--- src/rtl/pad_pkg.sv ---
// Shared constants and event type for the controller-to-logical-button mapper.
package pad_pkg;

  localparam int NUM_BTN    = 22;
  localparam int EVT_CODE_W = 5;

  localparam int BTN_A       = 0;
  localparam int BTN_B       = 1;
  localparam int BTN_X       = 2;
  localparam int BTN_Y       = 3;
  localparam int BTN_START   = 4;
  localparam int BTN_L       = 5;
  localparam int BTN_R       = 6;
  localparam int BTN_Z       = 7;
  localparam int BTN_D_UP    = 8;
  localparam int BTN_D_DOWN  = 9;
  localparam int BTN_D_RIGHT = 10;
  localparam int BTN_D_LEFT  = 11;
  localparam int J_UP        = 12;
  localparam int J_DOWN      = 13;
  localparam int J_RIGHT     = 14;
  localparam int J_LEFT      = 15;
  localparam int C_UP        = 16;
  localparam int C_DOWN      = 17;
  localparam int C_RIGHT     = 18;
  localparam int C_LEFT      = 19;
  localparam int LT_A        = 20;
  localparam int RT_A        = 21;

  typedef struct packed {
    logic [EVT_CODE_W-1:0] code;
    logic                  press;
  } pad_evt_t;

endpackage

--- src/rtl/pad_evt_fifo.sv ---
// First-word-fall-through event FIFO; extra pointer bit separates full from empty.
module pad_evt_fifo #(
  parameter int WIDTH = 6,
  parameter int DEPTH = 8
) (
  input  logic             clk,
  input  logic             reset,
  input  logic             push_i,
  input  logic [WIDTH-1:0] push_data_i,
  input  logic             pop_i,
  output logic [WIDTH-1:0] head_o,
  output logic             full_o,
  output logic             empty_o
);

  localparam int AW = $clog2(DEPTH);

  logic [WIDTH-1:0] mem_q [DEPTH];
  logic [AW:0]      wr_ptr_q, wr_ptr_d;
  logic [AW:0]      rd_ptr_q, rd_ptr_d;
  logic             do_push, do_pop;

  assign empty_o = (wr_ptr_q == rd_ptr_q);
  assign full_o  = (wr_ptr_q[AW] != rd_ptr_q[AW]) &&
                   (wr_ptr_q[AW-1:0] == rd_ptr_q[AW-1:0]);
  assign do_push = push_i && !full_o;
  assign do_pop  = pop_i && !empty_o;
  assign head_o  = mem_q[rd_ptr_q[AW-1:0]];

  always_comb begin
    wr_ptr_d = wr_ptr_q;
    rd_ptr_d = rd_ptr_q;
    if (do_push) wr_ptr_d = wr_ptr_q + {{AW{1'b0}}, 1'b1};
    if (do_pop)  rd_ptr_d = rd_ptr_q + {{AW{1'b0}}, 1'b1};
  end

  always_ff @(posedge clk) begin
    if (!reset) begin
      wr_ptr_q <= '0;
      rd_ptr_q <= '0;
    end else begin
      wr_ptr_q <= wr_ptr_d;
      rd_ptr_q <= rd_ptr_d;
    end
  end

  // Storage needs no reset: the head is only observed while non-empty.
  always_ff @(posedge clk) begin
    if (do_push) mem_q[wr_ptr_q[AW-1:0]] <= push_data_i;
  end

endmodule

--- src/rtl/pad_event_mapper.sv ---
// Decodes controller reports into 22 debounced logical buttons and queues
// every net press/release as an event, lowest index first, one per cycle.
module pad_event_mapper
  import pad_pkg::*;
#(
  parameter int CENTER          = 128,
  parameter int DEADZONE        = 32,
  parameter int TRIG_THRESH     = 128,
  parameter int DEBOUNCE_FRAMES = 2,
  parameter int FIFO_DEPTH      = 8
) (
  input  logic                  clk,
  input  logic                  reset,
  input  logic                  rpt_valid,
  input  logic [11:0]           rpt_buttons,
  input  logic [7:0]            rpt_joy_x,
  input  logic [7:0]            rpt_joy_y,
  input  logic [7:0]            rpt_c_x,
  input  logic [7:0]            rpt_c_y,
  input  logic [7:0]            rpt_l_trig,
  input  logic [7:0]            rpt_r_trig,
  output logic [NUM_BTN-1:0]    held,
  output logic                  evt_valid,
  input  logic                  evt_ready,
  output logic [EVT_CODE_W-1:0] evt_code,
  output logic                  evt_press,
  output logic                  evt_pending
);

  localparam int         HI     = CENTER + DEADZONE;
  localparam int         LO     = CENTER - DEADZONE;
  localparam bit         HI_OK  = (HI <= 255);
  localparam bit         LO_OK  = (CENTER >= DEADZONE);
  localparam logic [8:0] HI9    = HI_OK ? 9'(HI) : 9'd0;
  localparam logic [8:0] LO9    = LO_OK ? 9'(LO) : 9'd0;
  localparam logic [8:0] TRIG9  = 9'(TRIG_THRESH);
  localparam int         CNT_W  = $clog2(DEBOUNCE_FRAMES + 1);
  localparam logic [CNT_W-1:0] CNT_TC = CNT_W'(DEBOUNCE_FRAMES);

  function automatic logic ax_hi(input logic [7:0] a);
    return HI_OK && ({1'b0, a} >= HI9);
  endfunction

  function automatic logic ax_lo(input logic [7:0] a);
    return LO_OK && ({1'b0, a} <= LO9);
  endfunction

  logic [NUM_BTN-1:0]    raw;
  logic [NUM_BTN-1:0]    held_q, held_d;
  logic [NUM_BTN-1:0]    pending_q, pending_d;
  logic [NUM_BTN-1:0]    flip, clr;
  logic [CNT_W-1:0]      cnt_q [NUM_BTN];
  logic [CNT_W-1:0]      cnt_d [NUM_BTN];
  logic [EVT_CODE_W-1:0] sel;
  logic                  do_push;
  logic                  fifo_full, fifo_empty;
  pad_evt_t              push_evt, head_evt;

  always_comb begin
    raw          = '0;
    raw[11:0]    = rpt_buttons;
    raw[J_UP]    = ax_hi(rpt_joy_y);
    raw[J_DOWN]  = ax_lo(rpt_joy_y);
    raw[J_RIGHT] = ax_hi(rpt_joy_x);
    raw[J_LEFT]  = ax_lo(rpt_joy_x);
    raw[C_UP]    = ax_hi(rpt_c_y);
    raw[C_DOWN]  = ax_lo(rpt_c_y);
    raw[C_RIGHT] = ax_hi(rpt_c_x);
    raw[C_LEFT]  = ax_lo(rpt_c_x);
    raw[LT_A]    = ({1'b0, rpt_l_trig} >= TRIG9);
    raw[RT_A]    = ({1'b0, rpt_r_trig} >= TRIG9);
  end

  always_comb begin
    flip  = '0;
    cnt_d = cnt_q;
    if (rpt_valid) begin
      for (int i = 0; i < NUM_BTN; i++) begin
        if (raw[i] == held_q[i]) begin
          cnt_d[i] = '0;
        end else if (CNT_W'(cnt_q[i] + 1'b1) == CNT_TC) begin
          cnt_d[i] = '0;
          flip[i]  = 1'b1;
        end else begin
          cnt_d[i] = CNT_W'(cnt_q[i] + 1'b1);
        end
      end
    end
    held_d = held_q ^ flip;
  end

  // Pushed polarity is the pre-flip held value; a same-cycle flip re-sets the
  // pending bit through the XOR, so the newer change is emitted later.
  always_comb begin
    sel = '0;
    for (int i = NUM_BTN - 1; i >= 0; i--) begin
      if (pending_q[i]) sel = EVT_CODE_W'(i);
    end
    do_push        = (|pending_q) && !fifo_full;
    push_evt.code  = sel;
    push_evt.press = held_q[sel];
    clr            = do_push ? (NUM_BTN'(1) << sel) : '0;
    pending_d      = pending_q ^ clr ^ flip;
  end

  always_ff @(posedge clk) begin
    if (!reset) begin
      held_q    <= '0;
      pending_q <= '0;
      for (int i = 0; i < NUM_BTN; i++) cnt_q[i] <= '0;
    end else begin
      held_q    <= held_d;
      pending_q <= pending_d;
      cnt_q     <= cnt_d;
    end
  end

  pad_evt_fifo #(
    .WIDTH (EVT_CODE_W + 1),
    .DEPTH (FIFO_DEPTH)
  ) u_fifo (
    .clk         (clk),
    .reset       (reset),
    .push_i      (do_push),
    .push_data_i (push_evt),
    .pop_i       (evt_ready),
    .head_o      (head_evt),
    .full_o      (fifo_full),
    .empty_o     (fifo_empty)
  );

  assign held        = held_q;
  assign evt_valid   = !fifo_empty;
  assign evt_code    = evt_valid ? head_evt.code : '0;
  assign evt_press   = evt_valid ? head_evt.press : 1'b0;
  assign evt_pending = |pending_q;

endmodule

--- config.mk ---
export PLATFORM = sky130hd
export DESIGN_NAME = pad_event_mapper
export DESIGN_NICKNAME = d
export VERILOG_FILES = /design/src/rtl/pad_pkg.sv /design/src/rtl/pad_evt_fifo.sv /design/src/rtl/pad_event_mapper.sv
export SDC_FILE = /design/constraint.sdc
export NUM_CORES = 1
export LEC_CHECK = 0
export ABC_AREA = 1
export CORE_MARGIN = 8
export CORE_UTILIZATION = 55
export DETAILED_ROUTE_END_ITERATION = 12
export PLACE_DENSITY = 0.8
export SLEW_MARGIN = 0
export SYNTH_ARGS = -nofsm -noshare
export SYNTH_HDL_FRONTEND = slang
export SYNTH_SLANG_ARGS = --single-unit
--- constraint.sdc ---
create_clock -name clk -period 3.4 [get_ports clk]
set_clock_uncertainty 0.15 [all_clocks]
set_input_delay 0.68 -clock clk [delete_from_list [all_inputs] [get_ports clk]]
set_output_delay 0.68 -clock clk [all_outputs]
set_load 0.01 [all_outputs]
==> impl_metrics.yaml <==
pwr:
  power.leakage_uw: 0.003238
  internal_power_uw: 4358
  power_uw: 7156
  power.density_nw_per_um2: 849.0
  power_frac_seq: 0.337
  vdd_drop_max_mv: 0.4690
  netSwitchingFraction: 0.3910
  clkPwrFrac: 0.260
  switching_power_uw: 2798
  comb_power_share: 0.403
synth:
  synthDistinctLibCells: 38
  netlist_area_sq_um: 6837
  synthFlopType: "dfxtp_1"
  ys_warn_count: 0
  yosysTopAreaCell: "dfxtp_1"
  synth-edff-count: 48
  synth-seq-cells: 147
  ys_top_cells_by_count: "171 x nor2_1, 99 x dfxtp_1, 93 x nand2_1, 83 x inv_1, 68 x o21ai_0"
  yosys.area.top_type_share: 0.2899
  avgSynthCellArea_sq_um: 8.287
  netlist_instances: 825
  synth_fp_nets: 891
  synth.top_cells.by_area: "dfxtp_1 29%, edfxtp_1 21%, nor2_1 9.4%"
  synth_async_sr_flop_share: 0
  yosysSeqAreaShare: 0.5007
  yosysMostFrequentCell: "nor2_1"
finish:
  fin_nets: 977
  final_util: 0.6988
  multi_input_area_sq_um: 2982
  area_delta_synth_final_pct: 23.28
  diodes: 0
  fillers: 951
  final_cells: 1092
  drive_above_1_share: 0.09199
  register_area_sq_um: 3423
route:
  wl_per_cell_microns: 14.58
  viasPerCell: 5.250
  finalWirelength_microns: 15920
  first_pass_iters: 5
  drcViolationCount: 0
  vias: 5733
  drt_first_iter_violations: 451
  postRouteAntennaNets: 0
timing:
  setup_tns_ps: 0
  rsz0062_at_grt: "false"
  fmax_mhz: 309.7
  drv_slew: 0
  max_slew_margin: 0.4418
  fin_crit_sh: 0.9497
  tightest_slew_ps: 836.4
  finalHoldViolCount: 0
  setup_violations: 0
  period_minus_slack_ps: 3229
clock_tree:
  cts_root_buf: "clkbuf_16"
  postCtsHoldBufs: 0
  numCtsBuffers: 17
  htree_levels: 4
  clk_pin_slew_ps: 70
  clock_sinks: 147
  clk_latency_ps: 430
  clk_path_buf_depth: 2
  cts_tree: "yes"
floorplan:
  die_w_microns: 127.5
  pin_count: 94
  start_util: 0.5668
  die_h_microns: 127.5
  rows: 40
  die_area_sq_um: 16250
  design.core.area_sq_um: 12060
global_route:
  grt_max_degree: 53
  grt_usage: 0.2023
  grt_pass1_wl_microns: 26390
  grt-ovfl-total: 0
  grt_antenna_before_repair: 0
  first_global_vias: 5675
placed_design:
  place_hpwl_microns: 11310
  place_inst: 1060
  place.port_buffers: 79
  routabilityCongestion: 0.8650
flow_run:
  cap_violations: 0
worst_setup_path:
  crit_required_ps: 2570
  endpoint_kind: "primary output"
  crit_path_start_kind: "flop"
  critPathKind: "reg2out"
  cp.arrival_ps: 2400
  critPathMaxFanout: 12
worst_hold_path:
  hold_class: "reg2reg"
run_status:
  outcome: "complete, no violations"
[power groups by stage]
| stage | clock [uW] | combinational, uW | sequential [uW] |
|---|---|---|---|
| after floorplan | 0 | 1940 | 2410 |
| after global placement | 0 | 2790 | 2430 |
| after detailed placement | 0 | 2860 | 2440 |
| after CTS | 1870 | 2880 | 2410 |
| after global routing | 1960 | 3190 | 2440 |
| final | 1860 | 2880 | 2410 |
[repair_timing]
action / CTS / global route
endpoints found under the hold margin: 0 / 0
gates resized for setup: 0 / 1
setup buffers: 0 / 0
setup endpoints to repair: 0 / 1
[area by class of cell]
class	count	share of cell area
clock inverters	9	0.01099
well taps	168	0.02494
clock buffers	23	0.05923
repair buffers	90	0.1039
multi-input cells	564	0.3538
flip-flops and latches	147	0.4062
inverters	91	0.04097
[cells by family after synthesis]
logic type      Yosys count  share of synthesized area
simple gates            361                     0.2401
flops                   147                     0.5007
compound gates          141                     0.1155
buf+inv                 114                    0.06314
xor+xnor                 60                    0.07687
fa+ha+maj                 2                   0.003660
[flip-flops by register name, summed over array words and instances (netlist names), named ones only]
| signal | cells |
|---|---|
| pending_q | 22 |
| held | 22 |
| u_fifo.wr_ptr_q | 4 |
| cnt_q | 44 |
| u_fifo.mem_q | 48 |
| u_fifo.rd_ptr_q | 4 |
[final timing paths]
path	cells after the start	end	from	slack, ps
max	6	evt_code[0]	flop	170
min	2	cnt_q[31]	cnt_q[31]	280
max reg2reg	26	u_fifo.mem_q[4][0]	pending_q[20]	570
min reg2reg	2	cnt_q[31]	cnt_q[31]	280
[per-layer routing]
| layer | up-vias | share of wire | global-route usage |
|---|---|---|---|
| met3 | 35 | 0.044 | 0.04534 |
| met5 | - | 0 | 0 |
| met4 | 0 | 0.027 | 0.08537 |
| met2 | 154 | 0.51 | 0.3619 |
| li1 | 2875 | - | - |
| met1 | 2669 | 0.42 | 0.2271 |
[layout by cell type, fill, tap and decap left out, drive strengths merged, types with 23 or more instances in the layout]
cell           instances
inv                   95
edfxtp                48
a21oi                 34
dfxtp                 99
clkdlybuf4s50         77
nand2                105
o21ai                 76
nand3                 40
nor2                 180
clkbuf                23
xor2                  45
[through the flow]
step           hold WS (ps)  cell area, sq um  setup slack, ps
2_1_floorplan         258.7              6837             1064
3_3_place_gp          267.8              7833            672.8
3_5_place_dp          267.7              7833            617.6
4_1_cts               277.2              8424            179.1
5_1_grt               291.8              8428            14.19
6_report              276.9              8428            170.9
[critical path, cell delays in order, from the launching register on]
cell and delay [ps]:
dfxtp_1 490, clkinvlp_4 300, o21ai_0 150, o22ai_1 90, o21ai_0 310, a31oi_1 100
clkdlybuf4s50_1 510
Power figures use the tool's default switching activity.
